==> config.mk <==
export PLATFORM = sky130hd
export DESIGN_NAME = regfile_wb_arbiter
export DESIGN_NICKNAME = d
export VERILOG_FILES = /design/src/rtl/regfile_wb_arbiter.sv
export SDC_FILE = /design/constraint.sdc
export NUM_CORES = 1
export LEC_CHECK = 0
export ABC_AREA = 1
export CAP_MARGIN = 0
export CORE_MARGIN = 2
export CORE_UTILIZATION = 50
export CTS_CLUSTER_SIZE = 12
export DETAILED_ROUTE_END_ITERATION = 6
export GPL_TIMING_DRIVEN = 0
export PLACE_DENSITY = 0.74
export SLEW_MARGIN = 30
export SYNTH_ARGS = -nofsm -noshare
export SYNTH_HDL_FRONTEND = slang
export SYNTH_SLANG_ARGS = --single-unit
export TNS_END_PERCENT = 1
==> constraint.sdc <==
create_clock -name clk -period 4.7 [get_ports clk]
set_input_delay 0.705 -clock clk [delete_from_list [all_inputs] [get_ports clk]]
set_output_delay 0.705 -clock clk [all_outputs]
set_load 0.01 [all_outputs]
==> src/rtl/regfile_wb_arbiter.sv <==
// regfile_wb_arbiter: round-robin merge of two writeback FIFOs into the single register-file write port
// Ports: clk, rst (async, active-high)
//        a_valid/a_ready/a_rd/a_data, b_valid/b_ready/b_rd/b_data : per-requester write handshakes
//        wer/rd/regdata : registered register-file write port
//        pending : bit r set while a write to x<r> is queued or in the write stage
//        idle    : both FIFOs empty and no write in flight
module regfile_wb_arbiter #(
  parameter int DEPTH = 2,
  parameter int XLEN = 32
) (
  input  logic            clk,
  input  logic            rst,
  input  logic            a_valid,
  output logic            a_ready,
  input  logic [4:0]      a_rd,
  input  logic [XLEN-1:0] a_data,
  input  logic            b_valid,
  output logic            b_ready,
  input  logic [4:0]      b_rd,
  input  logic [XLEN-1:0] b_data,
  output logic            wer,
  output logic [4:0]      rd,
  output logic [XLEN-1:0] regdata,
  output logic [31:0]     pending,
  output logic            idle
);
  localparam int AW = $clog2(DEPTH);
  logic [4:0]       a_rq [DEPTH];
  logic [XLEN-1:0]  a_dq [DEPTH];
  logic [4:0]       b_rq [DEPTH];
  logic [XLEN-1:0]  b_dq [DEPTH];
  logic [AW:0]      a_wp, a_rp, b_wp, b_rp, a_cnt, b_cnt;
  logic             a_ne, b_ne, a_push, b_push, ga, gb, ptr;
  logic [DEPTH-1:0] a_vld, b_vld;
  assign a_cnt = a_wp - a_rp;
  assign b_cnt = b_wp - b_rp;
  assign a_ne = a_cnt != '0;
  assign b_ne = b_cnt != '0;
  assign a_ready = !rst && a_cnt != (AW+1)'(DEPTH);
  assign b_ready = !rst && b_cnt != (AW+1)'(DEPTH);
  // x0 writes complete the handshake but are dropped here
  assign a_push = a_valid && a_ready && a_rd != 5'd0;
  assign b_push = b_valid && b_ready && b_rd != 5'd0;
  // ptr=0 favours A, ptr=1 favours B
  assign ga = a_ne && (!b_ne || !ptr);
  assign gb = b_ne && !ga;
  assign idle = !a_ne && !b_ne && !wer;
  always_ff @(posedge clk or posedge rst) begin
    if (rst) begin
      a_wp <= '0;
      a_rp <= '0;
      b_wp <= '0;
      b_rp <= '0;
      ptr <= 1'b0;
      wer <= 1'b0;
      rd <= '0;
      regdata <= '0;
    end else begin
      a_wp <= a_wp + (AW+1)'(a_push);
      b_wp <= b_wp + (AW+1)'(b_push);
      a_rp <= a_rp + (AW+1)'(ga);
      b_rp <= b_rp + (AW+1)'(gb);
      wer <= ga || gb;
      if (ga || gb) begin
        ptr <= ga;
        rd <= ga ? a_rq[a_rp[AW-1:0]] : b_rq[b_rp[AW-1:0]];
        regdata <= ga ? a_dq[a_rp[AW-1:0]] : b_dq[b_rp[AW-1:0]];
      end
    end
  end
  always_ff @(posedge clk) begin
    if (a_push) begin
      a_rq[a_wp[AW-1:0]] <= a_rd;
      a_dq[a_wp[AW-1:0]] <= a_data;
    end
    if (b_push) begin
      b_rq[b_wp[AW-1:0]] <= b_rd;
      b_dq[b_wp[AW-1:0]] <= b_data;
    end
  end
  // a physical slot is occupied when its distance from the read pointer is below the count
  for (genvar i = 0; i < DEPTH; i++) begin : g_vld
    assign a_vld[i] = {1'b0, AW'(i) - a_rp[AW-1:0]} < a_cnt;
    assign b_vld[i] = {1'b0, AW'(i) - b_rp[AW-1:0]} < b_cnt;
  end
  always_comb begin
    pending = '0;
    for (int i = 0; i < DEPTH; i++) begin
      if (a_vld[i]) pending[a_rq[i]] = 1'b1;
      if (b_vld[i]) pending[b_rq[i]] = 1'b1;
    end
    if (wer) pending[rd] = 1'b1;
    pending[0] = 1'b0;
  end
endmodule

After elaboration in Yosys (flattened, before gate mapping)
Memory sizes are Yosys's and may differ from the RTL's.
Index checks and enable logic that the tools add are counted.
{"block": "op_classes", "addsub": 10, "magnitude_cmp": 14, "eq_ne": 2, "n_mux": 21, "bitwise_logic": 4, "n_reduce_logical": 27}
{"op": "32-bit two-way mux", "count": 6}
{"op": "32-bit bitwise OR", "count": 4}
{"op": "5-bit by 6-bit < comparator with 1-bit output (second input constant)", "count": 5}
{"op": "1-bit demux with 5-bit select", "count": 5}
{"op": "5-bit by 1-bit >= comparator with 1-bit output (second input constant)", "count": 5}
{"op": "1-bit logical AND", "count": 15}
{"op": "5-bit nonzero test", "count": 2}
{"op": "1-bit two-way mux", "count": 9}
{"op": "2-bit by 1-bit adder with 2-bit output", "count": 4}
{"op": "1-bit by 2-bit < comparator with 1-bit output", "count": 4}
{"op": "1-bit logical NOT", "count": 6}
{"op": "5-bit two-way mux", "count": 1}
{"op": "2-bit != test (second input constant)", "count": 2}
{"op": "2-bit nonzero test", "count": 2}
{"op": "1-bit subtractor (first input constant)", "count": 4}
{"op": "2-bit subtractor", "count": 2}
{"op": "1-bit logical OR", "count": 2}
{"block": "word_totals", "regBits": 47, "mem_bits_rw": 148, "input_bits": 78, "out_inout_bits": 73, "wordCells": 90, "n_memories": 4}
{"name": "a_dq", "depth": 2, "width": 32, "rd": 1, "rd_clocked_by_memory_dff": 0, "write_ports": 1, "line": "29", "source": "logic [XLEN-1:0] a_dq [DEPTH];"}
{"name": "b_dq", "depth": 2, "width": 32, "rd": 1, "rd_clocked_by_memory_dff": 0, "write_ports": 1, "line": "31", "source": "logic [XLEN-1:0] b_dq [DEPTH];"}
{"name": "a_rq", "depth": 2, "width": 5, "rd": 3, "rd_clocked_by_memory_dff": 0, "write_ports": 1, "line": "28", "source": "logic [4:0] a_rq [DEPTH];"}
{"name": "b_rq", "depth": 2, "width": 5, "rd": 3, "rd_clocked_by_memory_dff": 0, "write_ports": 1, "line": "30", "source": "logic [4:0] b_rq [DEPTH];"}

Longest topological paths before layout
An unclocked memory read counts as a cell.
{"block": "depth", "word_depth": 14, "depth_mapped": 13, "ltp_nobuf": 12}

Worst setup path after synthesis
OpenSTA, ideal clock, no wires.
{"block": "synth_path", "path_kind": "flip-flop to flip-flop", "from": "reg b_wp[0]", "to": "mem b_dq[1][0] (enable)", "setup_time_ns": 0.399, "arrival_ns": 2.453, "required_time_ns": 4.301, "path_slack_ns": 1.848, "stages_incl_launch_ff": 9, "path_buffers": 0, "period_less_slack_ns": 2.852, "cell_sequence": "dfrtp_1 > inv_1 > ha_1 > inv_1 > ha_1 > a21oi_1 > nand2_1 > a21oi_1 > ha_1"}
{"block": "synth_between", "elab_chain_len": 7}
{"item": "from (decl)", "line": "32", "source": "logic [AW:0] a_wp, a_rp, b_wp, b_rp, a_cnt, b_cnt;"}
{"item": "from (signal assigned)", "line": "60", "source": "b_wp <= b_wp + (AW+1)'(b_push);"}
{"item": "2-bit subtractor", "line": "36", "source": "assign b_cnt = b_wp - b_rp;"}
{"item": "2-bit != test", "line": "40", "source": "assign b_ready = !rst && b_cnt != (AW+1)'(DEPTH);"}
{"item": "1-bit logical AND", "line": "40"}
{"item": "named net b_ready", "line": "18", "source": "output logic b_ready,"}
{"item": "1-bit logical AND (2 in series)", "line": "43", "source": "assign b_push = b_valid && b_ready && b_rd != 5'd0;"}
{"item": "1-bit two-way mux", "line": "76", "source": "if (b_push) begin"}
{"item": "1-bit two-way mux (implied by the code)", "line": "78", "source": "b_dq[b_wp[AW-1:0]] <= b_data;"}
{"item": "to (decl)", "line": "31"}
The timed path passes the listed nets, and every way through them passes these cells.

Worst setup path in the final report
{"block": "layout_path", "from": "reg b_rp[0]", "to": "out pending[12]"}
{"block": "layout_between", "elab_chain_len": 9, "elab_cells_between_ends": 12, "classes_between": "3 x add/sub; 2 x order compare; 4 x mux; 3 x bitwise"}
{"item": "from (decl)", "line": "32"}
{"item": "from (signal assigned)", "line": "62", "source": "b_rp <= b_rp + (AW+1)'(gb);"}
{"item": "2-bit subtractor or 1-bit subtractor (tied branches)", "line": "36, 84"}
{"item": "1-bit by 2-bit < comparator with 1-bit output", "line": "84", "source": "assign b_vld[i] = {1'b0, AW'(i) - b_rp[AW-1:0]} < b_cnt;"}
{"item": "32-bit two-way mux", "line": "90", "source": "if (b_vld[i]) pending[b_rq[i]] = 1'b1;"}
{"item": "32-bit bitwise OR (no source line)"}
{"item": "32-bit two-way mux", "line": "89", "source": "if (a_vld[i]) pending[a_rq[i]] = 1'b1;"}
{"item": "32-bit bitwise OR (no source line)"}
{"item": "32-bit two-way mux *", "line": "90"}
{"item": "32-bit bitwise OR (no source line)"}
{"item": "32-bit two-way mux *", "line": "92", "source": "if (wer) pending[rd] = 1'b1;"}
{"item": "to (decl)", "line": "24", "source": "output logic [31:0] pending,"}
Every way passes the cells marked *; elsewhere a longest branch is shown, timed or not.

==> qor.txt <==
HPWL Detailed - 21600 µm
Hold Path Class - reg2reg
setup violators final - 0
vias in the first global route - 7727
CP Class - reg2out
largest net degree at the start of global routing - 26
Slew @ Worst Pin - 0.629 ns
Yosys cell types - 26
CTS Buffer Depth - 2
first-pass GRT wire length - 42100 µm
Post-synth EDFFs - 148
Syn Area/Cell - 8.45 µm²
Die Height - 143 µm
Post-route DRC - 0
crit path max fanout - 10
Post-Syn Area - 0.00971 mm²
Via-to-Cell Ratio - 5.02
die area - 0.0205 mm²
most frequent cells in the layout - nand2_1, nor2_1, clkdlybuf4s50_1
Num Clock Sinks - 195
Most used DFF post-synth - edfxtp_1
Synth Instances - 1149
CTS Hold Bufs - 0
Final Wtd Congestion - 0.950
final worst slack - 0.727 ns
Critical Path RT - 3.99 ns
Yosys reg bits - 195
fmax - 252 MHz
Lkg Pwr - 5.52 nW
leading area contributor after synthesis - edfxtp_1
R2R Setup Slk - 1.95 ns
Worst setup SP type - flop
Async SR Flop Fraction - 0.241
total power - 8.76 mW
post-synthesis sequential area ratio - 0.579
Die W - 143 µm
clk_skew - 0.0150 ns
Slew Viols, Final - 0
Post-CTS Setup Bufs - 0
DR vias - 8007
commonest non-fill, non-tap cell in the layout - nand2_1
drt pass-1 iters - 5
Routed Antenna Nets - 0
Core ar. - 0.0189 mm²
Design Area, Final - 0.0122 mm²
Layout area overhead - 26.2%
post-cts resize count - 0
status - finished, final reports clean
Net Count, Synth - 1239
VDD IR-drop max - 0.460 mV
post-route clock period utilization - 0.845
Place WS - 1.18 ns
total CTS buffers - 17
final hold viol count - 0
Power Density - 715 mW/mm²
port bufs - 149
CTS tree - yes
latest clock arrival within the worst-skew pair - 0.43 ns
synth top area cells - edfxtp_1, nand2_1, dfrtp_1
Root Buffer - clkbuf_16
drt first-iter violations - 556
Synth top area share - 0.458
maxcap violations - 0
setup repair after global routing missed its margin - false
Final Core Density - 0.648
setup tns final - 0 ns
# rows - 50
ant diodes - 0
Syn. warnings - 0
initial antenna violation count - 0
Tot GR Track Use - 0.278
fin crit period - 3.97 ns
Top Ports - 151
clock-pin slew on the worst setup and hold paths - 0.08 ns
Initial Utilization - 0.514
dpl cell area - 0.0116 mm²
H-tree depth - 4
crit end category - output pin
share of layout cells above drive strength 1 - 0.0697
GRT overflow - 0
Layout Nets - 1412
Routed wire per std cell - 17.5 µm
routed wire length - 27900 µm
Slew HR - 0.579
Critical Path AT - 3.27 ns
-- layout make-up --
type,count,area [µm²]
tap,260,325
inverter,136,510
clock inverter,15,191
sequential,195,5620
clock buffer,17,425
fill,1585,6640
buffer,36,209
timing repair buffer,154,1590
multi-input combinational,782,3380
-- synthesized netlist by cell type (3+ instances only) --
master    number
nand2_1      435
nor2_1       170
edfxtp_1     148
inv_1        132
nand3_1       69
dfrtp_1       47
o21ai_0       33
buf_2         23
nand4_1       20
ha_1          12
o21ai_2       10
nor3_1         8
and2_1         5
buf_4          5
clkbuf_1       5
a21oi_1        4
inv_2          4
xor2_1         4
nand2_4        3
-- layer usage --
layer  up-vias  wire [µm]  track usage
met5         -          0            0
met1      3700      10800        0.321
li1       3983          -            -
met2       273      14500        0.512
met3        51       1580       0.0493
met4         0       1030        0.112
-- through the flow --
step                cells  hold slack, ns
floorplan            1149           0.462
global placement     1558           0.462
detailed placement   1563           0.469
CTS                  1595           0.493
global route         1595           0.513
finish               1595           0.494
-- flip-flops by register name, summed over array words and instances (netlist names) --
name	flops
wer	1
a_wp	2
a_rp	2
ptr	1
b_rp	2
regdata	32
a_rq	10
b_dq	64
a_dq	64
rd	5
b_wp	2
b_rq	10
-- report_power, final --
part	switching, mW	leakage, nW	internal [mW]
sequential	0.276	1.89	2.39
combinational	2.96	3.34	1.66
clock	0.701	0.296	0.768
total	3.94	5.52	4.82
-- cells by family (layout without fill, tap and decap cells) --
kind of cell             Yosys count  after routing  synth area share
flip-flops                       195            195             0.579
AO/OA/AOI/OAI                     47             47            0.0281
buffers and inverters            172            358            0.0741
adder cells (fa/ha/maj)           12             12            0.0155
other                              1              1          0.000386
XOR/XNOR                           6              6           0.00541
AND/OR/NAND/NOR                  716            716             0.297
-- final timing paths --
path                                         start                 endpoint  cells past startpoint
setup reg to reg                 b_wp[0]$_DFF_PP0_     b_dq[1][9]$_DFFE_PP_                      9
hold reg to reg            regdata[21]$_DFFE_PP0P_  regdata[21]$_DFFE_PP0P_                      2
hold / removal             regdata[21]$_DFFE_PP0P_  regdata[21]$_DFFE_PP0P_                      2
setup / recovery                 b_rp[0]$_DFF_PP0_              pending[12]                     11
max in group asynchronous                      rst        b_rp[1]$_DFF_PP0_                      3
min in group asynchronous                      rst        b_wp[0]$_DFF_PP0_                      2
-- critical path, cell delays in order (launching register included) --
cell	delay (ns)
dfrtp_1	0.41
buf_2	0.18
inv_1	0.19
buf_4	0.22
ha_1	0.17
nor2_1	0.06
nor2_1	0.43
nand2_1	0.35
nor2_1	0.18
nor2_1	0.06
nand2_1	0.07
clkdlybuf4s50_1	0.54
Power figures use the tool's default switching activity.
